### src/rtl/ap_ctrl_perf_pkg.sv
// Shared types and helpers for the ap_ctrl_hs performance monitor.
package ap_ctrl_perf_pkg;

  typedef enum logic [1:0] {
    ST_IDLE,
    ST_BUSY,
    ST_HOLD
  } chan_state_e;

  typedef enum logic [2:0] {
    FLD_TXN      = 3'd0,
    FLD_LAST_LAT = 3'd1,
    FLD_MIN_LAT  = 3'd2,
    FLD_MAX_LAT  = 3'd3,
    FLD_BUSY     = 3'd4,
    FLD_STALL    = 3'd5,
    FLD_LAST_II  = 3'd6,
    FLD_RSVD     = 3'd7
  } rd_field_e;

  // Increment that sticks at max_val instead of wrapping.
  function automatic logic [63:0] sat_inc(input logic [63:0] val, input logic [63:0] max_val);
    return (val >= max_val) ? max_val : val + 64'd1;
  endfunction

endpackage

### src/rtl/ap_ctrl_perf_monitor_chan.sv
// Per-channel ap_ctrl_hs tracker: handshake FSM plus saturating counters.
// Min/max latency registers exist only when AP_CTRL_PERF_MINMAX_EN is defined.
module ap_ctrl_chan_tracker
  import ap_ctrl_perf_pkg::*;
#(
  parameter int unsigned CNT_W = 32
) (
  input  logic             clock,
  input  logic             reset,
  input  logic             start,
  input  logic             done,
  input  logic             cont,
  input  logic             finish,
  input  logic             clear,
  output logic [CNT_W-1:0] txn,
  output logic [CNT_W-1:0] last_lat,
`ifdef AP_CTRL_PERF_MINMAX_EN
  output logic [CNT_W-1:0] min_lat,
  output logic [CNT_W-1:0] max_lat,
`endif
  output logic [CNT_W-1:0] busy_cnt,
  output logic [CNT_W-1:0] stall_cnt,
  output logic [CNT_W-1:0] last_ii,
  output logic             ovf
);

  localparam logic [CNT_W-1:0] MAX = '1;

  chan_state_e      state;
  logic [CNT_W-1:0] lat_tmr;
  logic [CNT_W-1:0] ii_tmr;
  logic [CNT_W-1:0] lat_val;
  logic             seen_start;
  logic             start_acc;
  logic             complete;
  logic             ovf_hit;

  function automatic logic [CNT_W-1:0] inc(input logic [CNT_W-1:0] v);
    return CNT_W'(sat_inc(64'(v), 64'(MAX)));
  endfunction

  always_comb begin
    start_acc = (state == ST_IDLE) && start;
    complete  = done && (start_acc || (state == ST_BUSY));
    lat_val   = start_acc ? '0 : lat_tmr;
    ovf_hit   = !finish && ((complete && (txn == MAX)) ||
                            ((state == ST_BUSY) && (busy_cnt == MAX)) ||
                            ((state == ST_HOLD) && (stall_cnt == MAX)));
  end

  always_ff @(posedge clock or negedge reset) begin
    if (!reset) begin
      state      <= ST_IDLE;
      lat_tmr    <= '0;
      ii_tmr     <= '0;
      seen_start <= 1'b0;
      txn        <= '0;
      last_lat   <= '0;
`ifdef AP_CTRL_PERF_MINMAX_EN
      min_lat    <= '1;
      max_lat    <= '0;
`endif
      busy_cnt   <= '0;
      stall_cnt  <= '0;
      last_ii    <= '0;
      ovf        <= 1'b0;
    end else begin
      case (state)
        ST_IDLE: if (start) state <= done ? (cont ? ST_IDLE : ST_HOLD) : ST_BUSY;
        ST_BUSY: if (done)  state <= cont ? ST_IDLE : ST_HOLD;
        ST_HOLD: if (cont)  state <= ST_IDLE;
        default:            state <= ST_IDLE;
      endcase

      // Elapsed-time trackers run regardless of finish/clear so that a
      // transaction spanning a freeze is still measured correctly.
      if (start_acc) begin
        lat_tmr    <= CNT_W'(1);
        ii_tmr     <= CNT_W'(1);
        seen_start <= 1'b1;
      end else begin
        ii_tmr <= inc(ii_tmr);
        if (state == ST_BUSY) lat_tmr <= inc(lat_tmr);
      end

      if (clear) begin
        txn       <= '0;
        last_lat  <= '0;
`ifdef AP_CTRL_PERF_MINMAX_EN
        min_lat   <= '1;
        max_lat   <= '0;
`endif
        busy_cnt  <= '0;
        stall_cnt <= '0;
        last_ii   <= '0;
        ovf       <= 1'b0;
      end else if (!finish) begin
        if (state == ST_BUSY) busy_cnt  <= inc(busy_cnt);
        if (state == ST_HOLD) stall_cnt <= inc(stall_cnt);
        if (complete) begin
          txn      <= inc(txn);
          last_lat <= lat_val;
`ifdef AP_CTRL_PERF_MINMAX_EN
          if (lat_val < min_lat) min_lat <= lat_val;
          if (lat_val > max_lat) max_lat <= lat_val;
`endif
        end
        if (start_acc && seen_start) last_ii <= ii_tmr;
        if (ovf_hit) ovf <= 1'b1;
      end
    end
  end

endmodule

### src/rtl/ap_ctrl_perf_monitor.sv
// Multi-channel ap_ctrl_hs performance monitor with registered readout port.
// Define AP_CTRL_PERF_MINMAX_EN to enable min/max latency tracking.
module ap_ctrl_perf_monitor
  import ap_ctrl_perf_pkg::*;
#(
  parameter int unsigned NUM_CH = 2,
  parameter int unsigned CNT_W  = 32
) (
  input  logic              clock,
  input  logic              reset,
  input  logic [NUM_CH-1:0] ap_start,
  input  logic [NUM_CH-1:0] ap_done,
  input  logic [NUM_CH-1:0] ap_continue,
  input  logic              finish,
  input  logic              clear,
  input  logic              rd_req,
  input  logic [3:0]        rd_ch,
  input  logic [2:0]        rd_field,
  output logic              rd_valid,
  output logic [CNT_W-1:0]  rd_data,
  output logic              rd_err,
  output logic [NUM_CH-1:0] ovf
);

  localparam int unsigned MAX_CH = 16;

  // Arrays are padded to the full rd_ch range so readout indexing never runs out of bounds.
  logic [CNT_W-1:0] txn_a   [MAX_CH];
  logic [CNT_W-1:0] last_a  [MAX_CH];
`ifdef AP_CTRL_PERF_MINMAX_EN
  logic [CNT_W-1:0] min_a   [MAX_CH];
  logic [CNT_W-1:0] max_a   [MAX_CH];
`endif
  logic [CNT_W-1:0] busy_a  [MAX_CH];
  logic [CNT_W-1:0] stall_a [MAX_CH];
  logic [CNT_W-1:0] ii_a    [MAX_CH];
  logic [CNT_W-1:0] sel_data;
  logic             sel_err;

  for (genvar g = 0; g < MAX_CH; g++) begin : g_ch
    if (g < NUM_CH) begin : g_trk
      ap_ctrl_chan_tracker #(.CNT_W(CNT_W)) u_trk (
        .clock     (clock),
        .reset     (reset),
        .start     (ap_start[g]),
        .done      (ap_done[g]),
        .cont      (ap_continue[g]),
        .finish    (finish),
        .clear     (clear),
        .txn       (txn_a[g]),
        .last_lat  (last_a[g]),
`ifdef AP_CTRL_PERF_MINMAX_EN
        .min_lat   (min_a[g]),
        .max_lat   (max_a[g]),
`endif
        .busy_cnt  (busy_a[g]),
        .stall_cnt (stall_a[g]),
        .last_ii   (ii_a[g]),
        .ovf       (ovf[g])
      );
    end else begin : g_pad
      assign txn_a[g]   = '0;
      assign last_a[g]  = '0;
`ifdef AP_CTRL_PERF_MINMAX_EN
      assign min_a[g]   = '0;
      assign max_a[g]   = '0;
`endif
      assign busy_a[g]  = '0;
      assign stall_a[g] = '0;
      assign ii_a[g]    = '0;
    end
  end

  always_comb begin
    sel_data = '0;
    sel_err  = 1'b0;
    case (rd_field_e'(rd_field))
      FLD_TXN:      sel_data = txn_a[rd_ch];
      FLD_LAST_LAT: sel_data = last_a[rd_ch];
`ifdef AP_CTRL_PERF_MINMAX_EN
      FLD_MIN_LAT:  sel_data = min_a[rd_ch];
      FLD_MAX_LAT:  sel_data = max_a[rd_ch];
`endif
      FLD_BUSY:     sel_data = busy_a[rd_ch];
      FLD_STALL:    sel_data = stall_a[rd_ch];
      FLD_LAST_II:  sel_data = ii_a[rd_ch];
      default:      sel_err  = 1'b1;
    endcase
    if (32'(rd_ch) >= NUM_CH) begin
      sel_data = '0;
      sel_err  = 1'b1;
    end
  end

  always_ff @(posedge clock or negedge reset) begin
    if (!reset) begin
      rd_valid <= 1'b0;
      rd_data  <= '0;
      rd_err   <= 1'b0;
    end else begin
      rd_valid <= rd_req;
      rd_data  <= rd_req ? sel_data : '0;
      rd_err   <= rd_req & sel_err;
    end
  end

endmodule
### config.mk
export PLATFORM = sky130hd
export DESIGN_NAME = ap_ctrl_perf_monitor
export DESIGN_NICKNAME = d
export VERILOG_FILES = /design/src/rtl/ap_ctrl_perf_pkg.sv /design/src/rtl/ap_ctrl_perf_monitor_chan.sv /design/src/rtl/ap_ctrl_perf_monitor.sv
export SDC_FILE = /design/constraint.sdc
export NUM_CORES = 1
export LEC_CHECK = 0
export ABC_AREA = 1
export BUFFER_PORTS_ARGS = -buffer_cell sky130_fd_sc_hd__buf_2
export CORE_AREA = 2 2 363 221
export CTS_BUF_LIST = sky130_fd_sc_hd__clkbuf_8 sky130_fd_sc_hd__clkbuf_16
export DETAILED_ROUTE_END_ITERATION = 12
export DIE_AREA = 0 0 365 223
export SLEW_MARGIN = 40
export SYNTH_ARGS = -nofsm -noshare
export SYNTH_HDL_FRONTEND = slang
export SYNTH_HIERARCHICAL = 1
export SYNTH_SLANG_ARGS = --single-unit
### constraint.sdc
create_clock -name clock -period 1.8 [get_ports clock]
set_clock_uncertainty 0.15 [all_clocks]
set_input_delay 0.27 -clock clock [delete_from_list [all_inputs] [get_ports clock]]
set_output_delay 0.27 -clock clock [all_outputs]
set_load 0.01 [all_outputs]
==> run summary <==
share of post-route cells with drive strength above 1 = 28.0%
total of max-cap violations = 0
Post-Route Setup TNS = -8010 ps
largest net degree at the start of global routing = 68
post-synthesis mux area share = 0%
Die H = 223 µm
area fraction in compound gates after synthesis = 6.95%
Power Dens Cells = 609 mW/mm²
# IOs = 54
Seq pwr share = 43.2%
Final Hold Viols = 0
GP Congestion = 1.01
CP Class = reg2reg
initial antenna violation count = 3
final worst-path cycle share = 107%
share of the synthesized area in the top cell type = 39.6%
fin nets = 5,518
Synth Area in XOR/XNOR = 2.06%
fillers = 7,583
DPL Wire Length = 95,300 µm
vias in the first global route = 30.9k
overall die width = 365 µm
crit-path cells = ha_2 -> nand2_4 -> nor2_4 -> nand3_4 -> nor2_4 -> nand2_2 -> nor2_4 -> nand2_4 -> buf_12 -> o211ai_1
ranking of synthesized cells by area = dfrtp_1 (40%), nand2_1 (25%), nand3_1 (6.5%)
Port Buffers = 53
most frequent CP cell = nor2_4
Max clock buf depth = 3
Placement Rows = 80
Psw = 7.09 mW
post-synthesis adder-cell area fraction = 0.404%
worst-margin pin slew = 475 ps
Post-synth EDFFs = 0
Setup crit end kind = flip-flop
worst setup margin = -124 ps
Mapped Area = 0.0310 mm²
Ys Warns = 6
RSZ-0062 raised after global routing = yes
area leader, netlist = dfrtp_1
Highest Signal Layer = met5
Post-Syn Nets = 4,787
Pint = 19.2 mW
sequential share of the synthesized area = 39.6%
worst-path maximum fanout = 6
critical path required time = 2210 ps
Clock Latency Late Sink = 660 ps
hold crit path type = in2reg
post-synthesis simple-gate area fraction = 42.6%
Synth async-reset ratio = 100%
leakage = 21.3 nW
Arr. time, crit path = 2330 ps
area taken by flip-flops and latches = 0.0123 mm²
status = complete, but fails checks
DRC viols = 0
Met1 Wirelength = 59,800 µm
part of the power in combinational logic = 11.2%
synthesis-to-finish area growth = 39.6%
post-place setup slack = -189 ps
clk sinks = 490
Pwr Total = 26.3 mW
Clock power frac = 45.6%
Post-synth top flop = dfrtp_1
critical path's slowest cell = dfrtp_1
Initial Util = 39.5%
CP startpoint kind = flip-flop
GRT Util Overall = 29.9%
post-synthesis cell count = 4,759
# H-tree levels = 2
synth unique cells = 49
post-route ant nets = 0
global-route wire length before repair = 186,000 µm
drt first pass iters = 6
DR WL met2 = 47,700 µm
CTS tree = built
Num CTS Buffers = 52
Met3 Routed Length = 17,800 µm
#FFs+latches synth = 490
delay of the slowest critical-path stage = 370 ps
Highest Clock Rate = 0.520 GHz
Avg WL per Cell = 19.4 µm
final number of setup-violating endpoints = 181
Slew Viols, Final = 0
largest family of logic cells by synthesized area = simple AND/OR/NAND/NOR gates
core area = 0.0785 mm²
DR iter-0 viols = 4,112
Slew Limit Headroom = 68.0%
clk root buf = clkbuf_16
violated checks = negative setup slack
switching share of power = 27.0%
peak supply drop = 757 µV
routed via count = 35.0k
synthesized area per cell = 6.51 µm²
final worst path period need = 1920 ps
die area = 0.0814 mm²
remaining global-route overflow = 0
wirelength, routed = 128,000 µm
drt via density = 5.30
Multi-input gate area = 0.0186 mm²
Worst-path clk slew = 60 ps
==> kinds of logic (layout without fill, tap and decap cells) <==
family          count (synthesis)  count (layout)
compound gates                374             374
xor+xnor                       73              73
fa+ha+maj                      10              10
buf+inv                       634            1405
flops                         490             490
other cells                     0               1
simple gates                 3178            3178
==> worst max-delay path, delay by kind of cell (launching register included) <==
| kind | cells | cell delay [ps] |
|---|---|---|
| buffers and inverters | 1 | 190 |
| AO/OA/AOI/OAI | 1 | 80 |
| adder cells (fa/ha/maj) | 1 | 210 |
| flip-flops | 1 | 370 |
| AND/OR/NAND/NOR | 7 | 840 |
==> per-stage QoR <==
stage | cells | utilization (%) | hold slack, ps | cell area [µm²]
4_1_cts | 6515 | 51.1 | 86.5 | 40100
3_5_place_dp | 6388 | 47.7 | 55.9 | 37400
3_3_place_gp | 6388 | 47.7 | 55.3 | 37400
5_1_grt | 6597 | 55.1 | 126 | 43200
6_report | 6597 | 55.1 | 155 | 43200
2_1_floorplan | 4759 | - | -176 | 31000
==> power groups by stage <==
stage | combinational, mW | sequential, mW | clock [mW]
after floorplan | 1.10 | 11.5 | 0
after global placement | 2.54 | 11.5 | 0
after detailed placement | 2.55 | 11.5 | 0
after CTS | 2.66 | 11.3 | 12.2
after global routing | 3.17 | 11.4 | 12.6
final | 2.95 | 11.4 | 12.0
==> synthesized netlist by cell type (all sizes together) (4+ instances only) <==
| cell type | number |
|---|---|
| a22o | 4 |
| o21ai | 186 |
| nand3b | 44 |
| inv | 472 |
| a31oi | 7 |
| nand2 | 2068 |
| nand3 | 406 |
| nor4 | 4 |
| nand4 | 34 |
| xor2 | 63 |
| dfrtp | 490 |
| buf | 111 |
| ha | 10 |
| or2 | 15 |
| clkbuf | 49 |
| o22ai | 60 |
| nor3 | 120 |
| a21oi | 51 |
| nor2 | 485 |
| o211ai | 10 |
| o31ai | 51 |
| xnor2 | 10 |
==> cell usage in the layout (no fill, tap or decap), types with 11 or more instances in the layout <==
cell / instances
a21oi_1: 34
clkbuf_8: 14
nor2_1: 327
buf_12: 52
inv_1: 431
nor3_4: 18
nand3_2: 135
o21ai_1: 79
nor3_2: 47
o21ai_2: 13
nand3_1: 259
nand4_1: 34
o31ai_1: 50
nand2_2: 107
nand2_1: 1929
dlygate4sd3_1: 17
nor2_4: 72
nand3_4: 12
buf_6: 51
dfrtp_2: 19
dfrtp_1: 471
nor2_2: 85
xor2_1: 59
buf_4: 645
clkbuf_16: 63
inv_2: 34
o21ai_0: 94
buf_2: 51
o22ai_1: 60
a21oi_2: 15
nor3_1: 55
or2_2: 11
nand3b_1: 44
nand2_4: 31
==> metal layers <==
metal  vias up  global-route usage (%)
li1      16500                       -
met1     16600                    47.8
met2      1673                    36.6
met3       164                    11.2
met4         2                    6.69
met5         -                       0
==> sequential cells by signal, summed over array words and instances, names as in the netlist <==
register	count
rd_valid	1
rd_data	32
g_ch.g_trk.u_trk/last_ii	64
g_ch.g_trk.u_trk/stall_cnt	64
g_ch.g_trk.u_trk/last_lat	64
g_ch.g_trk.u_trk/state	4
g_ch.g_trk.u_trk/seen_start	2
rd_err	1
g_ch.g_trk.u_trk/busy_cnt	64
g_ch.g_trk.u_trk/lat_tmr	64
g_ch.g_trk.u_trk/ovf	2
g_ch.g_trk.u_trk/ii_tmr	64
g_ch.g_trk.u_trk/txn	64
==> cell type report <==
type | count | share of cell area, %
antenna | 1 | 0.00579
clock buffer | 66 | 3.46
clock inverter | 28 | 0.848
inverter | 474 | 4.18
multi-input combinational | 3635 | 43.1
sequential | 490 | 28.4
tap | 1066 | 3.09
timing repair buffer | 835 | 16.9
timing repair inverter | 2 | 0.0347
==> what timing repair did <==
item	4_1_cts	5_1_grt
gates cloned	4	17
gates resized for setup	141	679
hold buffers	17	0
setup endpoints to repair	295	348
setup buffers	13	65
pin swaps	19	223
endpoints found under the hold margin	508	0
==> worst paths after layout <==
check | slack, ps | from | depth (start not counted) | end
max in group asynchronous | 210 | reset | 4 | g_ch[0].g_trk.u_trk/busy_cnt[2]
worst min register to register | 330 | g_ch[1].g_trk.u_trk/last_lat[19] | 2 | g_ch[1].g_trk.u_trk/last_lat[19]
worst max-delay path | -120 | g_ch[0].g_trk.u_trk/stall_cnt[1] | 10 | g_ch[0].g_trk.u_trk/stall_cnt[0]
worst min-delay path | 150 | rd_field[0] | 8 | rd_data[5]
worst max register to register | -120 | g_ch[0].g_trk.u_trk/stall_cnt[1] | 10 | g_ch[0].g_trk.u_trk/stall_cnt[0]
min in group asynchronous | 540 | reset | 3 | g_ch[0].g_trk.u_trk/txn[20]
Power figures use the tool's default switching activity.
